**src/rtl/cla_pipe_adder.sv**
```systemverilog
// cla_pipe_adder: pipelined carry-lookahead adder/subtractor, one BLOCK-bit slice per stage with valid/ready flow control.
// Define CLA_PIPE_OVF_EN to add the signed-overflow output ovf.
module cla_pipe_adder #(
  parameter int WIDTH = 32,
  parameter int BLOCK = 8
) (
  input  logic             clk,
  input  logic             rst,
  input  logic             in_valid,
  output logic             in_ready,
  input  logic [WIDTH-1:0] a,
  input  logic [WIDTH-1:0] b,
  input  logic             cin,
  input  logic             sub,
  output logic             out_valid,
  input  logic             out_ready,
  output logic [WIDTH-1:0] sum,
  output logic             cout
`ifdef CLA_PIPE_OVF_EN
  ,
  output logic             ovf
`endif
);
  localparam int STAGES = WIDTH / BLOCK;
  localparam int GROUPS = BLOCK / 4;
  logic [WIDTH-1:0] a_q[STAGES], a_d[STAGES], b_q[STAGES], b_d[STAGES], s_q[STAGES], s_d[STAGES];
  logic [WIDTH-1:0] x_a[STAGES], x_b[STAGES], x_s[STAGES];
  logic             v_q[STAGES], v_d[STAGES], c_q[STAGES], c_d[STAGES], x_c[STAGES], x_v[STAGES];
  logic [BLOCK:0]   r[STAGES];
  logic             advance;
  // 4-bit CLA groups chained through group generate/propagate; returns {carry_out, sum}
  function automatic logic [BLOCK:0] cla_slice(input logic [BLOCK-1:0] x, y, input logic ci);
    logic [BLOCK-1:0] g, p;
    logic [BLOCK:0] c;
    logic [GROUPS:0] gc;
    logic [3:0] g4, p4;
    g = x & y;
    p = x ^ y;
    gc[0] = ci;
    for (int j = 0; j < GROUPS; j++) begin
      g4 = g[4*j +: 4];
      p4 = p[4*j +: 4];
      gc[j+1] = g4[3] | (p4[3] & g4[2]) | (&p4[3:2] & g4[1]) | (&p4[3:1] & g4[0]) | (&p4 & gc[j]);
    end
    c[0] = gc[0];
    for (int i = 0; i < BLOCK; i++)
      c[i+1] = ((i + 1) % 4 == 0) ? gc[(i+1)/4] : (g[i] | (p[i] & c[i]));
    return {c[BLOCK], p ^ c[BLOCK-1:0]};
  endfunction
  assign advance   = !(v_q[STAGES-1] && !out_ready);
  assign in_ready  = advance;
  assign out_valid = v_q[STAGES-1];
  assign sum       = s_q[STAGES-1];
  assign cout      = c_q[STAGES-1];
  always_comb begin
    x_a[0] = a;
    x_b[0] = sub ? ~b : b;
    x_c[0] = sub | cin;
    x_v[0] = in_valid;
    x_s[0] = '0;
    for (int k = 1; k < STAGES; k++) begin
      x_a[k] = a_q[k-1];
      x_b[k] = b_q[k-1];
      x_c[k] = c_q[k-1];
      x_v[k] = v_q[k-1];
      x_s[k] = s_q[k-1];
    end
    for (int k = 0; k < STAGES; k++) begin
      r[k]   = cla_slice(x_a[k][k*BLOCK +: BLOCK], x_b[k][k*BLOCK +: BLOCK], x_c[k]);
      a_d[k] = advance ? x_a[k] : a_q[k];
      b_d[k] = advance ? x_b[k] : b_q[k];
      s_d[k] = advance ? (x_s[k] | (WIDTH'(r[k][BLOCK-1:0]) << (k * BLOCK))) : s_q[k];
      c_d[k] = advance ? r[k][BLOCK] : c_q[k];
      v_d[k] = advance ? x_v[k] : v_q[k];
    end
  end
  always_ff @(posedge clk) begin
    a_q <= a_d;
    b_q <= b_d;
  end
  always_ff @(posedge clk) begin
    if (rst) begin
      for (int k = 0; k < STAGES; k++) begin
        v_q[k] <= 1'b0;
        s_q[k] <= '0;
        c_q[k] <= 1'b0;
      end
    end else begin
      v_q <= v_d;
      s_q <= s_d;
      c_q <= c_d;
    end
  end
`ifdef CLA_PIPE_OVF_EN
  logic ovf_q, ovf_d;
  // carry into the MSB recovered from the final slice's sum bit and operand bits
  always_comb
    ovf_d = advance ? (r[STAGES-1][BLOCK-1] ^ x_a[STAGES-1][WIDTH-1] ^ x_b[STAGES-1][WIDTH-1] ^ r[STAGES-1][BLOCK])
                    : ovf_q;
  always_ff @(posedge clk)
    ovf_q <= rst ? 1'b0 : ovf_d;
  assign ovf = ovf_q;
`endif
endmodule

```
**config.mk**
```make
export PLATFORM = sky130hd
export DESIGN_NAME = cla_pipe_adder
export DESIGN_NICKNAME = d
export VERILOG_FILES = /design/src/rtl/cla_pipe_adder.sv
export SDC_FILE = /design/constraint.sdc
export NUM_CORES = 1
export LEC_CHECK = 0
export ABC_AREA = 1
export CAP_MARGIN = 20
export CORE_ASPECT_RATIO = 1.75
export CORE_MARGIN = 2
export CORE_UTILIZATION = 55
export CTS_BUF_LIST = sky130_fd_sc_hd__clkbuf_8
export CTS_CLUSTER_DIAMETER = 150
export CTS_CLUSTER_SIZE = 28
export DETAILED_ROUTE_END_ITERATION = 10
export GPL_ROUTABILITY_DRIVEN = 0
export PLACE_DENSITY = 0.78
export SETUP_SLACK_MARGIN = 0.05
export SYNTH_ARGS = -nofsm -noshare
export SYNTH_HDL_FRONTEND = slang
export SYNTH_SLANG_ARGS = --single-unit
export TNS_END_PERCENT = 5
```
**constraint.sdc**
```tcl
create_clock -name clk -period 4.7 [get_ports clk]
set_input_delay 0.705 -clock clk [delete_from_list [all_inputs] [get_ports clk]]
set_output_delay 0.705 -clock clk [all_outputs]
set_load 0.03 [all_outputs]
```
==> results.ini, run 1 <==
[detailed_routing]
first_pass_iters=5
routedWlPerCell_um=13.3
routed_wl_um=12800
initialDrtViolationCount=221
drtAntennaViolNets=0
drc=0
num_vias=4819
avgViaCountPerCell=5.00

[timing]
tns_ps=0
final-setup-viol-count=0
max_freq_mhz=296
period_minus_slack_ps=3380
finalClockSkew_ps=12.5
report.final.slew_viol_count=0
worstMarginPinSlew_ps=791
hold_viol=0
rsz0062_at_grt=no
maxSlewHeadroom=0.473
finalCritPeriodShare=0.719

[critical_path]
crit_required_ps=5010
cpPeakStageDelay_ps=440
worstPathArrival_ps=3690
crit_path_end_kind=register
critPathKind=primary input to register
cpMaxStageDelayCell=fa_1
path_cells=clkdlybuf4s50_1 -> xnor2_1 -> inv_1 -> ha_1 -> nand2_1 -> nor2_1 -> nand2_1 -> nand3_1 -> inv_1 -> fa_1 -> fa_1 -> fa_1 -> xor2_1 -> a21oi_1
crit_fanout=2
cpMostUsedCell=fa_1
cp-start-kind=primary input

[power]
power_leakage_nw=3.93
powerDensity_nw_per_um2=403
ir_worst_vdd_v=0.000234

[cts]
postCtsSetupBuffers=0
numCtsBuffers=17
postCtsHoldBufs=0
cts_resized=0
clock-root-buffer=clkbuf_8
clockBufferDepth=2
clkTransAtPathRegs_ps=90
cts.sinks=184
cts_tree=yes
clock_latency_ps=450
htree_levels=4

[global_routing]
grt_pass1_vias=4628
antenna_found_initial=0
grt_pass1_wl_um=21000
grt_util_all_layers=0.177
globalRouteOverflowTotal=0
grt_max_degree=88

[floorplanning]
dieHeight_um=162
initial_core_util=0.561
io_pins=105
core-area_sq_um=13900
die_x_um=94.1
die-area_sq_um=15200
rows=57

[placement]
placed_cells=930
dpl-instance-area_sq_um=8710
dp_hpwl_um=8960
io_buffers=104

[yosys]
ys_ff_latch=184
syn_inst=708
ys_seq_area_frac=0.595
yosys.area.top_type=edfxtp_1
yosys-top-cells-area=edfxtp_1 37%, dfxtp_1 23%, nor2_1 7.6%
netlist_area_sq_um=7810
yosysUniqueCellTypes=20
synth_fp_nets=834
synth_top_area_share=0.369
syn_area_per_cell_sq_um=11.0
yosys_warnings=0

[layout]
drive_above_1_share=0.0522
fin_nets=899
final_cells=963
syn2layout_area_growth_pct=17.5
antenna_cells=0
postLayoutCellArea_sq_um=9170

[run_status]
outcome=finished clean

[min_path]
hp-class=register to register

[flow_run]
drv_cap=0

## through the flow
step                setup slack (ps)  power [mW]  hold WS, ps   util
floorplan                       1270        2.40          400      -
global placement                1050        2.55          403  0.626
detailed placement               888        2.60          405  0.626
CTS                             1390        3.73          427  0.658
global route                    1190        3.88          432  0.660
finish                          1320        3.69          426  0.660
## state kept, by name, indices dropped and copies added (netlist names)
register	cells
b_q	48
s_q	48
sum	32
c_q	3
v_q	3
out_valid	1
a_q	48
cout	1
## logic make-up after synthesis
| family | synth area share |
|---|---|
| buf+inv | 0.0745 |
| compound gates | 0.0724 |
| flops | 0.595 |
| fa+ha+maj | 0.113 |
| simple gates | 0.100 |
| xor+xnor | 0.0449 |
## cells in the final DEF, fill, tap and decap left out, drive strengths merged
cell           synthesis  layout
a21oi                 23      23
buf                   44       6
bufinv                 0       3
clkbuf                19      17
clkdlybuf4s50          0     103
clkinv                 0       5
clkinvlp               0       1
dfxtp                 88      88
edfxtp                96      96
fa                    24      24
ha                    32      32
inv                   50      56
nand2                 28      28
nand3                 13      13
nand4                  1       1
nor2                 160     160
o21ai                 90      90
xnor2                 12      12
xor2                  28      28
## Yosys cell counts, drive strengths merged
| cell type | n |
|---|---|
| nand2 | 28 |
| ha | 32 |
| o21ai | 90 |
| nand4 | 1 |
| xnor2 | 12 |
| fa | 24 |
| edfxtp | 96 |
| nand3 | 13 |
| a21oi | 23 |
| inv | 50 |
| dfxtp | 88 |
| clkbuf | 19 |
| buf | 44 |
| nor2 | 160 |
| xor2 | 28 |
## worst max-delay path: cells and delay by family
| family | cells | cell delay [ps] |
|---|---|---|
| AO/OA/AOI/OAI | 1 | 70 |
| XOR/XNOR | 2 | 390 |
| adder cells (fa/ha/maj) | 4 | 1590 |
| buffers and inverters | 3 | 580 |
| AND/OR/NAND/NOR | 4 | 350 |
## worst paths after layout
| check | startpoint | to | slack (ps) | cells after the start |
|---|---|---|---|---|
| min reg2reg | a_q[117]$_DFFE_PN_ | a_q[85]$_DFFE_PN_ | 430 | 0 |
| max reg2reg | a_q[106]$_DFFE_PN_ | s_q[79]$_SDFFE_PP0N_ | 1910 | 10 |
| min | a_q[117]$_DFFE_PN_ | a_q[85]$_DFFE_PN_ | 430 | 0 |
| max | b[1] | s_q[103]$_SDFFE_PP0N_ | 1320 | 14 |
## routing by layer
layer	global-route usage	wire length, um
met1	0.207	5020
met2	0.299	6690
met3	0.0364	539
met4	0.101	524
met5	0	0
## area by class of cell
class | count | area [sq um]
multi-input cells | 411 | 2580
fillers | 1083 | 4730
inverters | 50 | 193
clock buffers | 17 | 234
clock inverters | 15 | 213
well taps | 177 | 221
repair buffers | 109 | 1090
flip-flops and latches | 184 | 4640
## report_power, final
| group | switching [mW] | leakage, nW | internal (mW) |
|---|---|---|---|
| Sequential | 0.0896 | 1.74 | 1.88 |
| Clock | 0.583 | 0.222 | 0.550 |
| Combinational | 0.315 | 1.97 | 0.272 |
| Total | 0.987 | 3.93 | 2.71 |
No activity file was read; power rests on OpenSTA's default activity.
==> run 2, diff against run 1 <==
--- a/config.mk
+++ b/config.mk
@@ -9,13 +9,13 @@
 export CAP_MARGIN = 20
 export CORE_ASPECT_RATIO = 1.75
 export CORE_MARGIN = 2
-export CORE_UTILIZATION = 55
+export CORE_UTILIZATION = 51
 export CTS_BUF_LIST = sky130_fd_sc_hd__clkbuf_8
 export CTS_CLUSTER_DIAMETER = 150
 export CTS_CLUSTER_SIZE = 28
 export DETAILED_ROUTE_END_ITERATION = 10
 export GPL_ROUTABILITY_DRIVEN = 0
-export PLACE_DENSITY = 0.78
+export PLACE_DENSITY = 0.76
 export SETUP_SLACK_MARGIN = 0.05
 export SYNTH_ARGS = -nofsm -noshare
 export SYNTH_HDL_FRONTEND = slang
==> constraint.sdc (replaced) <==
create_clock -name clk -period 3.07 [get_ports clk]
set_input_delay 0.4605 -clock clk [delete_from_list [all_inputs] [get_ports clk]]
set_output_delay 0.4605 -clock clk [all_outputs]
set_load 0.03 [all_outputs]
==> results.ini, run 2 (synthesized netlist as in run 1, its figures left out) <==
[critical_path]
worstPathArrival_ps=3200
cpPeakStageDelay_ps=410
crit_required_ps=3390
critPathKind=primary input to register
path_buf_inv=2
cpMaxStageDelayCell=clkdlybuf4s50_1
crit_fanout=4
crit_family=adder cells
cp-start-kind=primary input
crit_path_end_kind=register
path_cells=clkdlybuf4s50_1 -> xor2_1 -> ha_1 -> nand2_1 -> nor2_1 -> nand2_1 -> nand3_1 -> inv_1 -> fa_2 -> fa_2 -> fa_1 -> xor2_1 -> a21oi_1

[cts]
clock_latency_ps=450
clockBufferDepth=2
clkTransAtPathRegs_ps=100
clock-root-buffer=clkbuf_8
numCtsBuffers=17
cts_tree=yes
cts.sinks=184
htree_levels=4
postCtsSetupBuffers=0

[power]
p_sw_mw=1.52
power.share.clock=0.284
powerDensity_nw_per_um2=598
combPwrFrac=0.166
ir_worst_vdd_v=0.000363
pwr-share-seq=0.550
p_sw_frac=0.276
p_int_mw=3.99
power_leakage_nw=3.95

[global_routing]
gr-usage-met1=0.189
busiest_layer=met2
grt_max_degree=200
grt_pass1_vias=4906
grt_use_met2=0.293
antenna_found_initial=0
met3_usage=0.0434
globalRouteOverflowTotal=0
grt_util_all_layers=0.168
grt_pass1_wl_um=22100

[floorplanning]
io_pins=105
dieHeight_um=168
core-area_sq_um=14900
initial_core_util=0.524
rows=59
die-area_sq_um=16400
die_x_um=97.5

[timing]
whs_ps=426
max_freq_mhz=348
tns_ps=0
finalClockSkew_ps=12.1
finalCritPeriodShare=0.937
worstMarginPinSlew_ps=922
period_minus_slack_ps=2880
final-setup-viol-count=0
rsz0062_at_grt=no
hold_viol=0
report.final.slew_viol_count=0
maxSlewHeadroom=0.386

[detailed_routing]
drtAntennaViolNets=0
drc=0
avgViaCountPerCell=4.97
initialDrtViolationCount=210
first_pass_iters=5
routedWlPerCell_um=13.5
num_vias=4839
routed_wl_um=13100

[layout]
final_common_cell=nor2_1
syn2layout_area_growth_pct=17.8
most-common-layout-cells=159 x nor2_1, 102 x clkdlybuf4s50_1, 96 x edfxtp_1
n_fill_cell=1218
drive_above_1_share=0.0632
fin_nets=904
top_regs=a_q (48), b_q (48), s_q (48)
antenna_cells=0

[flow_run]
drv_cap=0

[run_status]
outcome=finished clean

[min_path]
hp-class=register to register

[placement]
dp_hpwl_um=9270
io_buffers=104

==> run 2: cell count changes in the layout (fill, tap and decap cells not counted), moves of 2 or more <==
cell and change:
xnor2_1 -2, fa_2 +2, buf_4 +4, bufinv_16 -2
xnor2_2 +2, inv_6 +2, fa_1 -2
==> run 2: through the flow <==
stage | power [mW] | setup slack (ps) | utilization | std cells | area [sq um]
6_report | 5.50 | 194 | 0.617 | 974 | 9200
3_5_place_dp | 4.00 | -324 | 0.590 | 942 | 8800
5_1_grt | 5.80 | 55.2 | 0.617 | 974 | 9200
4_1_cts | 5.57 | 186 | 0.616 | 974 | 9190
3_3_place_gp | 3.93 | -197 | 0.590 | 942 | 8800
2_1_floorplan | 3.68 | 38.6 | - | 708 | 7820
==> run 2: worst paths after layout <==
check	slack [ps]	cells after the start	end	startpoint
max	190	13	s_q[103]$_SDFFE_PP0N_	b[3]
min	430	0	b_q[84]$_DFFE_PN_	b_q[116]$_DFFE_PN_
max reg2reg	260	10	s_q[79]$_SDFFE_PP0N_	a_q[106]$_DFFE_PN_
min reg2reg	430	0	b_q[84]$_DFFE_PN_	b_q[116]$_DFFE_PN_
==> run 2: power by group through the flow <==
stage	sequential [mW]	combinational (mW)	clock (mW)
final	3.03	0.912	1.56
after floorplan	3.04	0.636	0
after CTS	3.03	0.924	1.62
after detailed placement	3.09	0.918	0
after global placement	3.06	0.863	0
after global routing	3.06	1.02	1.71
==> run 2: per-layer routing <==
layer	vias to the layer above	wire, um
met5	-	0
met4	0	426
met3	28	547
met2	128	7020
met1	2255	5140
li1	2428	-
==> run 2: what timing repair did <==
item	in CTS	in global routing
resized for setup	0	2
setup endpoints to repair	0	2
endpoints found under the hold margin	0	0
hold buffers	0	0
==> run 2: final cells by class <==
type | instances | area, sq um | area share
Tap cell | 183 | 229 | 0.0249
Multi-Input combinational cell | 411 | 2600 | 0.283
Inverter | 50 | 193 | 0.0210
Clock buffer | 17 | 234 | 0.0254
Clock inverter | 15 | 156 | 0.0170
Sequential cell | 184 | 4640 | 0.505
Timing Repair Buffer | 114 | 1140 | 0.124
==> run 2: worst reg2reg max path: cells and delay by family (launching register included) <==
family / cells / cell delay (ps)
xor+xnor: 1 / 210
simple gates: 2 / 210
compound gates: 2 / 240
buf+inv: 1 / 50
flops: 1 / 440
fa+ha+maj: 4 / 1520
